`src/rtl/period_tracker_if.sv`:
```
// Period stream from the oversampled frequency counter, together with the
// averaged timing results that go to the drive-timing and feedback logic.
interface period_tracker_if;
    logic        period_valid;
    logic [31:0] period;
    logic        avg_valid;
    logic [31:0] avg_period;
    logic [31:0] half_period;
    logic        locked;
    logic        timeout;
    logic [15:0] reject_count;

    // Upstream / consumer side: supplies periods and observes the results.
    modport master (
        output period_valid,
        output period,
        input  avg_valid,
        input  avg_period,
        input  half_period,
        input  locked,
        input  timeout,
        input  reject_count
    );

    // Tracker side: consumes periods and publishes the results.
    modport slave (
        input  period_valid,
        input  period,
        output avg_valid,
        output avg_period,
        output half_period,
        output locked,
        output timeout,
        output reject_count
    );
endinterface

```
`src/rtl/period_tracker.sv`:
```
// Moving-average period tracker. Accepts in-range periods (1/16-clock units),
// averages the last 2^AVG_LOG2 of them, reports lock when consecutive samples
// stay within TOL of the average, and signals loss of signal after
// TIMEOUT_CYCLES cycles without an accepted sample. AVG_LOG2 must be >= 1.
module period_tracker #(
    parameter int AVG_LOG2       = 3,
    parameter int MIN_PERIOD     = 32,
    parameter int MAX_PERIOD     = 65535,
    parameter int LOCK_COUNT     = 4,
    parameter int TOL            = 64,
    parameter int TIMEOUT_CYCLES = 4096
) (
    input  logic             clock,
    input  logic             reset,
    period_tracker_if.slave  bus
);
    localparam int DEPTH   = 1 << AVG_LOG2;
    localparam int SUM_W   = 32 + AVG_LOG2;
    localparam int MATCH_W = $clog2(LOCK_COUNT + 1);
    localparam int TMO_W   = $clog2(TIMEOUT_CYCLES + 1);

    localparam logic [AVG_LOG2-1:0] PTR_ONE    = AVG_LOG2'(1);
    localparam logic [AVG_LOG2:0]   FILL_ONE   = (AVG_LOG2 + 1)'(1);
    localparam logic [AVG_LOG2:0]   FILL_LAST  = (AVG_LOG2 + 1)'(DEPTH - 1);
    localparam logic [MATCH_W-1:0]  MATCH_ONE  = MATCH_W'(1);
    localparam logic [MATCH_W-1:0]  MATCH_FULL = MATCH_W'(LOCK_COUNT);
    localparam logic [TMO_W-1:0]    TMO_ONE    = TMO_W'(1);
    localparam logic [TMO_W-1:0]    TMO_LAST   = TMO_W'(TIMEOUT_CYCLES - 1);
    localparam logic [TMO_W-1:0]    TMO_DONE   = TMO_W'(TIMEOUT_CYCLES);
    localparam logic [31:0]         MIN_P      = 32'(MIN_PERIOD);
    localparam logic [31:0]         MAX_P      = 32'(MAX_PERIOD);
    localparam logic [31:0]         TOL_P      = 32'(TOL);

    typedef enum logic [0:0] {
        ST_FILL = 1'b0,
        ST_RUN  = 1'b1
    } state_t;

    state_t                state_r;
    logic [31:0]           buf_r [DEPTH];
    logic [AVG_LOG2-1:0]   wr_ptr_r;
    logic [AVG_LOG2:0]     fill_count_r;
    logic [SUM_W-1:0]      sum_r;
    logic [MATCH_W-1:0]    match_count_r;
    logic [TMO_W-1:0]      tmo_cnt_r;

    logic                  avg_valid_r;
    logic [31:0]           avg_period_r;
    logic [31:0]           half_period_r;
    logic                  locked_r;
    logic                  timeout_r;
    logic [15:0]           reject_count_r;

    logic                  accept_s;
    logic [31:0]           oldest_s;
    logic [SUM_W-1:0]      sum_next_s;
    logic [31:0]           avg_next_s;
    logic [31:0]           diff_s;
    logic [MATCH_W-1:0]    match_next_s;
    logic                  tmo_fire_s;

    assign accept_s   = bus.period_valid && (bus.period >= MIN_P) && (bus.period <= MAX_P);
    // While filling, the slot being overwritten holds stale data and counts as zero.
    assign oldest_s   = (state_r == ST_RUN) ? buf_r[wr_ptr_r] : 32'd0;
    assign sum_next_s = sum_r + SUM_W'(bus.period) - SUM_W'(oldest_s);
    assign avg_next_s = sum_next_s[AVG_LOG2 +: 32];
    assign tmo_fire_s = !accept_s && (tmo_cnt_r == TMO_LAST);

    // Deviation of the new sample from the published average and the resulting match run length.
    always_comb begin
        diff_s       = 32'd0;
        match_next_s = '0;
        if (bus.period >= avg_period_r) begin
            diff_s = bus.period - avg_period_r;
        end else begin
            diff_s = avg_period_r - bus.period;
        end
        if (diff_s > TOL_P) begin
            match_next_s = '0;
        end else if (match_count_r == MATCH_FULL) begin
            match_next_s = MATCH_FULL;
        end else begin
            match_next_s = match_count_r + MATCH_ONE;
        end
    end

    // Sample history; stale entries are never read because FILL treats them as zero.
    always_ff @(posedge clock) begin
        if (accept_s) begin
            buf_r[wr_ptr_r] <= bus.period;
        end
    end

    // Fill/run state machine with averaging, lock, reject and timeout bookkeeping.
    always_ff @(posedge clock) begin
        if (reset) begin
            state_r        <= ST_FILL;
            wr_ptr_r       <= '0;
            fill_count_r   <= '0;
            sum_r          <= '0;
            match_count_r  <= '0;
            tmo_cnt_r      <= '0;
            avg_valid_r    <= 1'b0;
            avg_period_r   <= 32'd0;
            half_period_r  <= 32'd0;
            locked_r       <= 1'b0;
            timeout_r      <= 1'b0;
            reject_count_r <= 16'd0;
        end else begin
            avg_valid_r <= 1'b0;
            timeout_r   <= 1'b0;
            if (accept_s) begin
                tmo_cnt_r <= '0;
                sum_r     <= sum_next_s;
                wr_ptr_r  <= wr_ptr_r + PTR_ONE;
                case (state_r)
                    ST_FILL: begin
                        fill_count_r  <= fill_count_r + FILL_ONE;
                        match_count_r <= '0;
                        locked_r      <= 1'b0;
                        if (fill_count_r == FILL_LAST) begin
                            state_r       <= ST_RUN;
                            avg_valid_r   <= 1'b1;
                            avg_period_r  <= avg_next_s;
                            half_period_r <= {1'b0, avg_next_s[31:1]};
                        end
                    end
                    ST_RUN: begin
                        avg_valid_r   <= 1'b1;
                        avg_period_r  <= avg_next_s;
                        half_period_r <= {1'b0, avg_next_s[31:1]};
                        match_count_r <= match_next_s;
                        locked_r      <= (match_next_s == MATCH_FULL);
                    end
                    default: begin
                        state_r <= ST_FILL;
                    end
                endcase
            end else begin
                if (bus.period_valid) begin
                    match_count_r <= '0;
                    locked_r      <= 1'b0;
                    if (reject_count_r != 16'hFFFF) begin
                        reject_count_r <= reject_count_r + 16'd1;
                    end
                end
                if (tmo_fire_s) begin
                    // Loss of signal: drop all history and start refilling.
                    timeout_r     <= 1'b1;
                    tmo_cnt_r     <= TMO_DONE;
                    state_r       <= ST_FILL;
                    fill_count_r  <= '0;
                    sum_r         <= '0;
                    wr_ptr_r      <= '0;
                    avg_period_r  <= 32'd0;
                    half_period_r <= 32'd0;
                    locked_r      <= 1'b0;
                    match_count_r <= '0;
                end else if (tmo_cnt_r != TMO_DONE) begin
                    tmo_cnt_r <= tmo_cnt_r + TMO_ONE;
                end
            end
        end
    end

    assign bus.avg_valid    = avg_valid_r;
    assign bus.avg_period   = avg_period_r;
    assign bus.half_period  = half_period_r;
    assign bus.locked       = locked_r;
    assign bus.timeout      = timeout_r;
    assign bus.reject_count = reject_count_r;
endmodule

```
`src/flat_wrapper.sv`:
```
// flat-port wrapper written by rule: the top's interface ports become plain ports
module period_tracker_flat 
#(
    parameter int AVG_LOG2       = 3,
    parameter int MIN_PERIOD     = 32,
    parameter int MAX_PERIOD     = 65535,
    parameter int LOCK_COUNT     = 4,
    parameter int TOL            = 64,
    parameter int TIMEOUT_CYCLES = 4096
)
  (clock, reset, bus_period_valid, bus_period, bus_avg_valid, bus_avg_period, bus_half_period, bus_locked, bus_timeout, bus_reject_count);
  period_tracker_if bus_i ();
  input  logic clock;
  input  logic reset;
  input wire logic [$bits(bus_i.period_valid)-1:0] bus_period_valid;
  input wire logic [$bits(bus_i.period)-1:0] bus_period;
  output wire logic [$bits(bus_i.avg_valid)-1:0] bus_avg_valid;
  output wire logic [$bits(bus_i.avg_period)-1:0] bus_avg_period;
  output wire logic [$bits(bus_i.half_period)-1:0] bus_half_period;
  output wire logic [$bits(bus_i.locked)-1:0] bus_locked;
  output wire logic [$bits(bus_i.timeout)-1:0] bus_timeout;
  output wire logic [$bits(bus_i.reject_count)-1:0] bus_reject_count;
  assign bus_i.period_valid = bus_period_valid;
  assign bus_i.period = bus_period;
  assign bus_avg_valid = bus_i.avg_valid;
  assign bus_avg_period = bus_i.avg_period;
  assign bus_half_period = bus_i.half_period;
  assign bus_locked = bus_i.locked;
  assign bus_timeout = bus_i.timeout;
  assign bus_reject_count = bus_i.reject_count;
  period_tracker #(.AVG_LOG2(AVG_LOG2), .MIN_PERIOD(MIN_PERIOD), .MAX_PERIOD(MAX_PERIOD), .LOCK_COUNT(LOCK_COUNT), .TOL(TOL), .TIMEOUT_CYCLES(TIMEOUT_CYCLES)) u_core (.clock(clock), .reset(reset), .bus(bus_i));
endmodule
```
`config.mk`:
```
export PLATFORM = sky130hd
export DESIGN_NAME = period_tracker_flat
export DESIGN_NICKNAME = d
export VERILOG_FILES = /design/src/rtl/period_tracker_if.sv /design/src/rtl/period_tracker.sv /design/src/flat_wrapper.sv
export SDC_FILE = /design/constraint.sdc
export NUM_CORES = 1
export LEC_CHECK = 0
export BUFFER_PORTS_ARGS = -buffer_cell sky130_fd_sc_hd__buf_4
export CAP_MARGIN = 10
export CORE_MARGIN = 3
export CORE_UTILIZATION = 40
export CTS_CLUSTER_SIZE = 16
export DETAILED_ROUTE_END_ITERATION = 16
export PLACE_DENSITY = 0.59
export SYNTH_ARGS = -nofsm -noshare
export SYNTH_HDL_FRONTEND = slang
export SYNTH_SLANG_ARGS = --single-unit
```
`constraint.sdc`:
```
create_clock -name clock -period 6.8 [get_ports clock]
set_clock_uncertainty 0.2 [all_clocks]
set_input_delay 1.36 -clock clock [delete_from_list [all_inputs] [get_ports clock]]
set_output_delay 1.36 -clock clock [all_outputs]
set_load 0.05 [all_outputs]
```
==> results of run 1 <==
[stage by stage]
| stage | cells | power (mW) |
|---|---|---|
| 2_1_floorplan | 1902 | 2.78 |
| 3_3_place_gp | 2624 | 2.91 |
| 3_5_place_dp | 2624 | 2.92 |
| 4_1_cts | 2700 | 5.11 |
| 5_1_grt | 2700 | 5.26 |
| 6_report | 2700 | 5.06 |
[power by group through the flow]
stage	registers [mW]	clock network (mW)	logic, mW
floorplan	2.46	0	0.322
global placement	2.45	0	0.463
detailed placement	2.45	0	0.465
CTS	2.40	2.24	0.469
global route	2.40	2.33	0.524
finish	2.40	2.19	0.473
[worst paths after layout]
check / depth (start not counted) / end / slack (ns)
max: 17 / u_core.bus.avg_period[17]$_SDFFE_PP0P_ / 1.11
min: 2 / u_core.sum_r[3]$_SDFFE_PP0N_ / 0.25
max reg2reg: 17 / u_core.bus.avg_period[17]$_SDFFE_PP0P_ / 1.11
min reg2reg: 2 / u_core.sum_r[3]$_SDFFE_PP0N_ / 0.25
[flip-flops by register name, indices dropped and copies added, names as in the netlist, named ones only]
signal	count
u_core.buf_r	256
u_core.sum_r	35
u_core.bus.avg_period	31
u_core.bus.reject_count	16
u_core.tmo_cnt_r	13
u_core.fill_count_r	4
u_core.match_count_r	3
u_core.wr_ptr_r	3
u_core.bus.avg_valid	1
u_core.bus.half_period	1
u_core.bus.locked	1
u_core.bus.timeout	1
u_core.state_r	1
[logic make-up (layout without fill, tap and decap cells)]
| group | count (synthesis) | in the layout | share of synthesized area (%) |
|---|---|---|---|
| flops | 369 | 369 | 47.7 |
| mux | 114 | 114 | 9.36 |
| simple gates | 486 | 486 | 11.1 |
| buf+inv | 304 | 422 | 6.40 |
| xor+xnor | 74 | 74 | 3.11 |
| compound gates | 415 | 415 | 12.8 |
| fa+ha+maj | 139 | 139 | 9.57 |
| other cells | 1 | 1 | 0.0180 |
[cell usage in the layout (no fill, tap or decap), types with 6 or more instances in the layout]
| master | netlist | layout |
|---|---|---|
| sky130_fd_sc_hd__edfxtp_1 | 256 | 256 |
| sky130_fd_sc_hd__inv_1 | 193 | 193 |
| sky130_fd_sc_hd__nor2_1 | 163 | 162 |
| sky130_fd_sc_hd__buf_4 | 37 | 151 |
| sky130_fd_sc_hd__a21oi_1 | 135 | 135 |
| sky130_fd_sc_hd__nand2_1 | 126 | 126 |
| sky130_fd_sc_hd__dfxtp_1 | 113 | 110 |
| sky130_fd_sc_hd__ha_1 | 105 | 105 |
| sky130_fd_sc_hd__o21ai_0 | 75 | 75 |
| sky130_fd_sc_hd__mux4_2 | 64 | 64 |
| sky130_fd_sc_hd__xnor2_1 | 48 | 48 |
| sky130_fd_sc_hd__mux2i_1 | 46 | 46 |
| sky130_fd_sc_hd__nand3_1 | 44 | 44 |
| sky130_fd_sc_hd__clkbuf_16 | 0 | 42 |
| sky130_fd_sc_hd__a21o_1 | 38 | 38 |
| sky130_fd_sc_hd__fa_1 | 34 | 34 |
| sky130_fd_sc_hd__a22oi_1 | 29 | 29 |
| sky130_fd_sc_hd__xor2_1 | 26 | 26 |
| sky130_fd_sc_hd__nand4_1 | 25 | 25 |
| sky130_fd_sc_hd__nor3_1 | 25 | 23 |
| sky130_fd_sc_hd__and3_1 | 16 | 16 |
| sky130_fd_sc_hd__o21a_1 | 16 | 16 |
| sky130_fd_sc_hd__and2_1 | 14 | 14 |
| sky130_fd_sc_hd__o21ai_1 | 14 | 14 |
| sky130_fd_sc_hd__nor2b_1 | 12 | 12 |
| sky130_fd_sc_hd__a211oi_1 | 11 | 11 |
| sky130_fd_sc_hd__o21bai_1 | 11 | 11 |
| sky130_fd_sc_hd__nor4_1 | 12 | 10 |
| sky130_fd_sc_hd__clkbuf_1 | 50 | 10 |
| sky130_fd_sc_hd__or3_1 | 9 | 9 |
| sky130_fd_sc_hd__nand2b_1 | 8 | 8 |
| sky130_fd_sc_hd__clkinv_2 | 0 | 8 |
| sky130_fd_sc_hd__o31ai_1 | 6 | 6 |
| sky130_fd_sc_hd__o211ai_1 | 6 | 6 |
| sky130_fd_sc_hd__a221o_1 | 6 | 6 |
| sky130_fd_sc_hd__a31oi_1 | 6 | 6 |
[layout make-up]
cell class | instances | area, um^2 | area share [%]
inverter | 194 | 728 | 3.08
timing repair buffer | 152 | 1150 | 4.88
tap | 680 | 851 | 3.60
sequential | 369 | 9960 | 42.1
clock buffer | 56 | 1140 | 4.84
multi-input combinational | 1229 | 9620 | 40.7
clock inverter | 20 | 185 | 0.783
[tightest hold or removal path, stage by stage, from the launching register on]
cell                      delay (ns)
sky130_fd_sc_hd__dfxtp_1        0.31
sky130_fd_sc_hd__nand2_1        0.05
sky130_fd_sc_hd__a21oi_1        0.05
[layer usage]
layer | track usage (%) | wire (um) | vias up
met3 | 3.33 | 3300 | 70
li1 | - | - | 7027
met2 | 33.0 | 26400 | 440
met1 | 29.5 | 26100 | 7414
met4 | 5.55 | 1280 | 0
met5 | 0 | 0 | -
==> impl_metrics.ini, run 1 <==
[detailed_routing]
first_iter_violations = 1045
finalWirelength_mm = 57.1
antenna_left = 0
dr_vias_cell = 5.54
average_wire_per_cell_in_the_routed_design_um = 21.1
drt-pass1-iter-count = 7
drt_drc_violations_left = 0
detailroute.via_count = 15000

[timing]
maxSlewHeadroom_pct = 16.3
maxClockFrequency_mhz = 176
post-route-period-util_pct = 83.6
worst_hold_slack_ns = 0.254
finalHoldViolations = 0
max_slew.worst_pin.slew_ns = 1.25
finalWorstSetupSlack_ns = 1.11
grt_setup_unrepaired = false
endpoints_failing_setup = 0
post-route-min-period_ns = 5.69
totalNegativeSetupSlack_ns = 0
timing.final.max_slew_violations = 0

[worst_setup_path]
worst-endpoint-required_ns = 7.02
worstPathBufferInverterCount = 1
slowest_stage_cell_cp = sky130_fd_sc_hd__dfxtp_4
setup.worst_path.end_class = flip-flop
crit_family = compound AO/OA/AOI/OAI gates
crit_fanout = 25
timing.critical_path.cells = mux4_2 -> mux2i_1 -> nor2_1 -> fa_1 -> inv_1 -> fa_1 -> a21oi_1 -> nor2_1 -> o41ai_1 -> o211ai_1 -> a21oi_1 -> o21bai_1 -> a2111oi_0 -> nor3_1 -> a211oi_1 -> xor2_1 -> o32ai_1
worst_path_largest_cell_delay_ns = 0.68
worst_ep_arrival_time_ns = 5.91
worstSetupPathType = reg2reg
element_type_at_the_critical_path_start = flip-flop

[floorplanning]
num_io_pins = 118
floorplan.initialDensity_pct = 40.6
floorplan.die_area_um2 = 54900
die_w_um = 234
floorplan.core_area_um2 = 51400
die_y_um = 234
placementRows = 83

[cts]
postCtsSetupRepairBufs = 0
tritoncts_clock_tree = yes
clock_sink_count = 369
holdBufCountCts = 0
clk_root_buffer_cell = sky130_fd_sc_hd__clkbuf_16
cts-buffers-inserted = 41
clk_latency_ns = 0.56
max_clock_buf_depth = 3
cts_repair_resize_count = 0
cts_htree_levels = 2
cts.clk_slew.worst_paths_ns = 0.06

[cells_and_area]
filler_cell_count = 4792
antenna_cells = 0
final_util_pct = 46.0
postLayoutCellArea_um2 = 23600
layout-drive-gt1-share_pct = 15.7
syn2layout_area_growth_pct = 13.4
fin_nets = 2161

[power]
p_sw_share_pct = 24.2
power_frac_seq_pct = 47.5
net-switching-power_mw = 1.23
power.combinational.fraction_pct = 9.3
power.share.clock_pct = 43.2
vdd_ir_max_mv = 0.156
cellInternalPower_mw = 3.84
static-leakage-power_nw = 8.74
power.density_cell_area_nw_per_um2 = 214

[synthesis]
mappedNetlistNets = 2076
synthMostInstantiatedCell = sky130_fd_sc_hd__edfxtp_1
ys_types = 84
synth_largest_area_cell = sky130_fd_sc_hd__edfxtp_1
yosysSeqAreaShare_pct = 47.7
synthesis.instances = 1902
post_synth_most_frequent_cells = 256 x sky130_fd_sc_hd__edfxtp_1, 193 x sky130_fd_sc_hd__inv_1, 163 x sky130_fd_sc_hd__nor2_1
ys_top_cells_by_area = sky130_fd_sc_hd__edfxtp_1 37%, sky130_fd_sc_hd__dfxtp_1 11%, sky130_fd_sc_hd__mux4_2 6.9%
async_flop_share_pct = 0
synth_largest_type_area_fraction_pct = 36.9
synth-edff-count = 256
synthFlopType = sky130_fd_sc_hd__edfxtp_1
synth_warnings = 0
mappedNetlistArea_um2 = 20800
synth-seq-cells = 369
syn_area_per_cell_um2 = 11.0

[global_routing]
grt_pass1_wl_mm = 87.1
grt_util_all_layers_pct = 20.7
grt_remaining_overflow = 0
grt_max_degree = 46
antenna_found_initial = 0
grt_pass1_vias = 14700

[job]
maxCapViolCount = 0

[hold_path]
worst_hold_startpoint = u_core.sum_r[3]$_SDFFE_PP0N_
worst_hold_path_type = reg2reg

[placed_design]
place.port_buffers = 116
detailedPlace.worstSlack_ns = 1.06
detailed_place_hpwl_mm = 41.8
routabilityCongestion = 0.907
postPlaceCellArea_um2 = 22300

[outcome]
outcome = complete, no violations
No activity file was read; power rests on OpenSTA's default activity.
==> run 2, diff against run 1 <==
--- a/config.mk
+++ b/config.mk
@@ -11,7 +11,7 @@
 export CORE_UTILIZATION = 40
 export CTS_CLUSTER_SIZE = 16
 export DETAILED_ROUTE_END_ITERATION = 16
-export PLACE_DENSITY = 0.59
+export PLACE_DENSITY = 0.57
 export SYNTH_ARGS = -nofsm -noshare
 export SYNTH_HDL_FRONTEND = slang
 export SYNTH_SLANG_ARGS = --single-unit
==> constraint.sdc (replaced) <==
create_clock -name clock -period 5.33 [get_ports clock]
set_clock_uncertainty 0.2 [all_clocks]
set_input_delay 1.066 -clock clock [delete_from_list [all_inputs] [get_ports clock]]
set_output_delay 1.066 -clock clock [all_outputs]
set_load 0.05 [all_outputs]
==> run 2 against run 1 <==
Non-clock buffer count rose by 51. Via count rose by 1.9%. Register-to-register slack got worse by 0.98 ns. Core utilization rose by 1.2 points.
==> impl_metrics.ini, run 2 (same netlist as run 1, synthesis figures left out) <==
[floorplanning]
floorplan.core_area_um2 = 51400
floorplan.die_area_um2 = 54900
num_io_pins = 118
floorplan.initialDensity_pct = 40.6
die_w_um = 234
placementRows = 83
die_y_um = 234

[detailed_routing]
dr_vias_cell = 5.54
first_iter_violations = 1174
detailroute.via_count = 15200
finalWirelength_mm = 58.4
drt-pass1-iter-count = 5
antenna_left = 0
average_wire_per_cell_in_the_routed_design_um = 21.3
drt_drc_violations_left = 0

[cells_and_area]
fin_nets = 2212
fin_cells = 2748
layout-drive-gt1-share_pct = 18.4
postLayoutCellArea_um2 = 24200
largest_reg_flops = 256
filler_cell_count = 4720
multi_input_area_um2 = 9710
max_flop_register = u_core.buf_r
antenna_cells = 0
most_common_cell_after_layout_fill_and_taps_aside = sky130_fd_sc_hd__edfxtp_1
sequential_cell_area_um2 = 9960
syn2layout_area_growth_pct = 16.3
mostFrequentLayoutCells = 256 x sky130_fd_sc_hd__edfxtp_1, 196 x sky130_fd_sc_hd__buf_4, 193 x sky130_fd_sc_hd__inv_1

[cts]
clock_sink_count = 369
clk_root_buffer_cell = sky130_fd_sc_hd__clkbuf_16
cts.clk_slew.worst_paths_ns = 0.07
clk_latency_ns = 0.57
cts-buffers-inserted = 41
max_clock_buf_depth = 3
tritoncts_clock_tree = yes
cts_htree_levels = 2

[placed_design]
dpl_cells = 2666
routabilityCongestion = 0.943
detailed_place_hpwl_mm = 42.7
postPlaceCellArea_um2 = 22700
place.port_buffers = 116

[worst_setup_path]
timing.rr.end = u_core.sum_r[20]$_SDFFE_PP0N_
element_type_at_the_critical_path_start = flip-flop
timing.critical_path.cells = clkbuf_4 -> buf_4 -> mux4_2 -> mux2i_1 -> nor2_1 -> ha_1 -> inv_1 -> ha_1 -> fa_1 -> a21oi_2 -> nor2_1 -> o41ai_2 -> buf_4 -> o211ai_1 -> a21oi_2 -> o21bai_1 -> a2111oi_2 -> nor3_1 -> a211oi_1 -> xor2_1 -> o22ai_1
worstSetupPathType = reg2reg
crit_fanout = 7
ff2ff_setup_slack_ns = 0.13
worst_ep_arrival_time_ns = 5.41
setup.worst_path.end_class = flip-flop
reg2reg_depth = 21
worstSetupEndpoint = u_core.sum_r[20]$_SDFFE_PP0N_
slowest_stage_cell_cp = sky130_fd_sc_hd__mux4_2
worst-endpoint-required_ns = 5.54
worst_path_largest_cell_delay_ns = 0.47

[hold_path]
worst_hold_path_type = reg2reg

[global_routing]
grt_pass1_wl_mm = 89.4
grt_max_degree = 45
grt_util_all_layers_pct = 21.2
grt_pass1_vias = 15000
grt_remaining_overflow = 0
antenna_found_initial = 0

[power]
vdd_ir_max_mv = 0.223
power.density_cell_area_nw_per_um2 = 272
report.power.total_mw = 6.59
static-leakage-power_nw = 9.05

[timing]
post-route-period-util_pct = 97.5
maxSlewHeadroom_pct = 47.7
totalNegativeSetupSlack_ns = 0
max_slew.worst_pin.slew_ns = 0.776
maxClockFrequency_mhz = 192
finalHoldViolations = 0
timing.final.max_slew_violations = 0
post-route-min-period_ns = 5.20
endpoints_failing_setup = 0

[job]
maxCapViolCount = 0

[outcome]
outcome = complete, no violations
## run 2: changes by cell type in the layout (fill, tap and decap cells not counted), moves of 3 or more
cell | before | now
sky130_fd_sc_hd__buf_12 | 1 | 5
sky130_fd_sc_hd__buf_4 | 151 | 196
sky130_fd_sc_hd__clkbuf_1 | 10 | 6
sky130_fd_sc_hd__clkinvlp_4 | 0 | 3
sky130_fd_sc_hd__o21ai_0 | 75 | 72
## run 2: final cells by class
class                      instances  share of cell area [%]
inverter                         194                    3.00
timing repair buffer             203                    6.63
tap                              680                    3.51
multi-input combinational       1229                    40.1
sequential                       369                    41.1
clock buffer                      53                    4.76
clock inverter                    20                   0.940
## run 2: timing repair
action | 4_1_cts | 5_1_grt
resized for setup | 1 | 19
hold buffers | 0 | 0
buffers inserted | 3 | 6
pin swaps | 0 | 2
setup endpoints to repair | 5 | 16
## run 2: worst min-delay path by stage
stage | startpoint | endpoint | slack [ns] | cells after the start
floorplan | u_core.sum_r[3]$_SDFFE_PP0N_ | u_core.sum_r[3]$_SDFFE_PP0N_ | 0.23 | 2
finish | u_core.sum_r[8]$_SDFFE_PP0N_ | u_core.sum_r[8]$_SDFFE_PP0N_ | 0.26 | 2
global placement | u_core.sum_r[4]$_SDFFE_PP0N_ | u_core.sum_r[4]$_SDFFE_PP0N_ | 0.25 | 2
detailed placement | u_core.sum_r[8]$_SDFFE_PP0N_ | u_core.sum_r[8]$_SDFFE_PP0N_ | 0.25 | 2
CTS | u_core.sum_r[8]$_SDFFE_PP0N_ | u_core.sum_r[8]$_SDFFE_PP0N_ | 0.26 | 2
global route | u_core.sum_r[3]$_SDFFE_PP0N_ | u_core.sum_r[3]$_SDFFE_PP0N_ | 0.29 | 2
## run 2: power by group
group          total, mW  switching, mW  leakage [nW]  internal (mW)
logic              0.646          0.403          5.17          0.243
clock network       2.88           1.19         0.670           1.69
registers           3.06        0.00445          3.21           3.06
## run 2: worst max-delay path: cells and delay by family (launching register included)
kind / cells / cell delay [ns]
AO/OA/AOI/OAI: 8 / 1.75
XOR/XNOR: 1 / 0.23
adder cells (fa/ha/maj): 3 / 0.88
buffers and inverters: 4 / 0.57
flip-flops: 1 / 0.43
multiplexers: 2 / 0.65
AND/OR/NAND/NOR: 3 / 0.30
## run 2: layer usage
metal | vias up | track usage [%] | wire length [um]
met4 | 0 | 5.91 | 1510
met2 | 425 | 33.7 | 26700
met3 | 93 | 2.68 | 2950
met5 | - | 0 | 0
met1 | 7598 | 30.6 | 27300
li1 | 7120 | - | -
## run 2: through the flow
stage | util [%] | hold WS, ns | setup WS [ns]
final | 47.2 | 0.258 | 0.132
after detailed placement | 44.2 | 0.250 | -0.0360
after global routing | 47.2 | 0.285 | -0.0846
after floorplan | - | 0.232 | 0.0350
after CTS | 46.9 | 0.259 | 0.0728
after global placement | 44.2 | 0.246 | 0.0803
==> run 3, diff against run 2 <==
--- a/config.mk
+++ b/config.mk
@@ -7,11 +7,13 @@
 export LEC_CHECK = 0
 export BUFFER_PORTS_ARGS = -buffer_cell sky130_fd_sc_hd__buf_4
 export CAP_MARGIN = 10
+export CORE_ASPECT_RATIO = 1.25
 export CORE_MARGIN = 3
 export CORE_UTILIZATION = 40
 export CTS_CLUSTER_SIZE = 16
 export DETAILED_ROUTE_END_ITERATION = 16
-export PLACE_DENSITY = 0.57
+export PLACE_DENSITY_LB_ADDON = 0.1
+export SLEW_MARGIN = 20
 export SYNTH_ARGS = -nofsm -noshare
 export SYNTH_HDL_FRONTEND = slang
 export SYNTH_SLANG_ARGS = --single-unit
==> run 3 against run 2 <==
Power fell by 5.0%. Hold slack got worse by 0.010 ns. Combinational power up 3.1%. Fmax rose by 1.9%. Global-route usage rose by 0.54 points. Non-clock buffer count grew 12. Wire length is 4.2% higher. Cell area hardly changed. Die area hardly changed. Cell count shrank 0.55%. Setup slack improved by 0.099 ns. Register-to-register slack better by 0.099 ns. Critical endpoint is now u_core.bus.avg_period[24]$_SDFFE_PP0P_. Largest power group unchanged.
==> impl_metrics.ini, run 3 (same netlist as run 1, synthesis figures left out) <==
[worst_setup_path]
reg2reg_depth = 20
setup.worst_path.end_class = flip-flop
timing.critical_path.cells = buf_12 -> mux4_2 -> mux2i_2 -> nor2_1 -> fa_1 -> inv_1 -> ha_1 -> a21o_1 -> a21o_1 -> a21oi_2 -> o21ai_0 -> a2111oi_2 -> buf_4 -> o31a_1 -> buf_4 -> o21ai_1 -> o41ai_2 -> xnor2_1 -> a22oi_1 -> nor2_1
crit_fanout = 10
worst_ep_arrival_time_ns = 5.32
worst-endpoint-required_ns = 5.55
ff2ff_setup_slack_ns = 0.23
worst_path_largest_cell_delay_ns = 0.52
worstSetupPathType = reg2reg
slowest_stage_cell_cp = sky130_fd_sc_hd__mux4_2
element_type_at_the_critical_path_start = flip-flop

[cts]
tritoncts_clock_tree = yes
clk_latency_ns = 0.56
holdBufCountCts = 0
clock_sink_count = 369
max_clock_buf_depth = 3
cts-buffers-inserted = 38
cts.clk_slew.worst_paths_ns = 0.07
cts_htree_levels = 2
clk_root_buffer_cell = sky130_fd_sc_hd__clkbuf_16

[timing]
maxClockFrequency_mhz = 196
endpoints_failing_setup = 0
worst_hold_slack_ns = 0.248
post-route-period-util_pct = 95.7
finalHoldViolations = 0
max_slew.worst_pin.slew_ns = 1.05
post-route-min-period_ns = 5.10
timing.final.max_slew_violations = 0
maxSlewHeadroom_pct = 29.8
grt_setup_unrepaired = false

[detailed_routing]
average_wire_per_cell_in_the_routed_design_um = 22.3
dr_vias_cell = 5.55
first_iter_violations = 1088
detailroute.via_count = 15200
antenna_left = 0
drt_drc_violations_left = 0
finalWirelength_mm = 60.9
drt-pass1-iter-count = 5

[cells_and_area]
most_common_cell_after_layout_fill_and_taps_aside = sky130_fd_sc_hd__edfxtp_1
postLayoutCellArea_um2 = 24200
fin_nets = 2221
mostFrequentLayoutCells = 256 x sky130_fd_sc_hd__edfxtp_1, 203 x sky130_fd_sc_hd__buf_4, 193 x sky130_fd_sc_hd__inv_1
final_util_pct = 47.5
largest_reg_flops = 256
antenna_cells = 0
max_flop_register = u_core.buf_r
filler_cell_count = 4741
syn2layout_area_growth_pct = 16.3
layout-drive-gt1-share_pct = 18.9

[placed_design]
routabilityCongestion = 0.910
place.port_buffers = 116
detailed_place_hpwl_mm = 44.1
postPlaceCellArea_um2 = 22700

[floorplanning]
floorplan.die_area_um2 = 54900
placementRows = 92
die_y_um = 261
num_io_pins = 118
floorplan.initialDensity_pct = 40.9
die_w_um = 210
floorplan.core_area_um2 = 51000

[job]
maxCapViolCount = 0

[global_routing]
grt_util_all_layers_pct = 21.7
grt_max_degree = 55
antenna_found_initial = 1
grt_pass1_wl_mm = 91.2
grt_pass1_vias = 15200
grt_remaining_overflow = 0

[hold_path]
hold-path-cell-count = 2
worst_hold_path_type = reg2reg

[outcome]
outcome = complete, no violations

[power]
static-leakage-power_nw = 9.04
power.density_cell_area_nw_per_um2 = 258
vdd_ir_max_mv = 0.185
-- run 3: power breakdown --
group	internal, mW	total [mW]	switching (mW)
logic	0.249	0.666	0.417
registers	3.06	3.06	0.00483
clock network	1.41	2.53	1.13
-- run 3: final timing paths --
kind / from / to
min: u_core.bus.locked$_SDFFE_PP0P_ / u_core.bus.locked$_SDFFE_PP0P_
max reg2reg: flip-flop / u_core.bus.avg_period[24]$_SDFFE_PP0P_
min reg2reg: u_core.bus.locked$_SDFFE_PP0P_ / u_core.bus.locked$_SDFFE_PP0P_
max: flip-flop / u_core.bus.avg_period[24]$_SDFFE_PP0P_
-- run 3: area by class of cell --
cell class | instances | area [um^2] | area share [%]
flip-flops and latches | 369 | 9960 | 41.1
multi-input cells | 1229 | 9800 | 40.4
repair buffers | 215 | 1780 | 7.34
clock buffers | 49 | 1010 | 4.18
well taps | 658 | 823 | 3.40
inverters | 194 | 728 | 3.00
clock inverters | 19 | 146 | 0.604
-- run 3: metrics by stage --
stage | cells | setup slack (ns) | TNS, ns | total power, mW
finish | 2733 | 0.231 | 0 | 6.26
global route | 2733 | 0.00520 | 0 | 6.50
CTS | 2711 | 0.0180 | 0 | 6.32
detailed placement | 2643 | -0.0214 | -0.0435 | 3.77
global placement | 2643 | 0.0100 | 0 | 3.77
floorplan | 1902 | 0.0350 | 0 | 3.54
-- run 3: timing repair --
item,in CTS,in global routing
setup endpoints to repair,3,17
pin swaps,0,6
gates resized for setup,4,35
gates cloned,0,2
buffers inserted,0,20
-- run 3: layer usage --
| metal | global-route usage [%] | up-vias | wire (um) |
|---|---|---|---|
| met5 | 0 | - | 0 |
| met4 | 6.82 | 0 | 1890 |
| met3 | 2.35 | 89 | 2230 |
| met2 | 37.8 | 316 | 30200 |
| met1 | 28.6 | 7617 | 26600 |
| li1 | - | 7141 | - |
-- run 3: worst max-delay path, delay by kind of cell, from the launching register on --
| family | cells | cell delay (ns) |
|---|---|---|
| AND/OR/NAND/NOR | 2 | 0.14 |
| AO/OA/AOI/OAI | 9 | 1.93 |
| multiplexers | 2 | 0.75 |
| flip-flops | 1 | 0.41 |
| XOR/XNOR | 1 | 0.15 |
| buffers and inverters | 4 | 0.54 |
| adder cells (fa/ha/maj) | 2 | 0.84 |
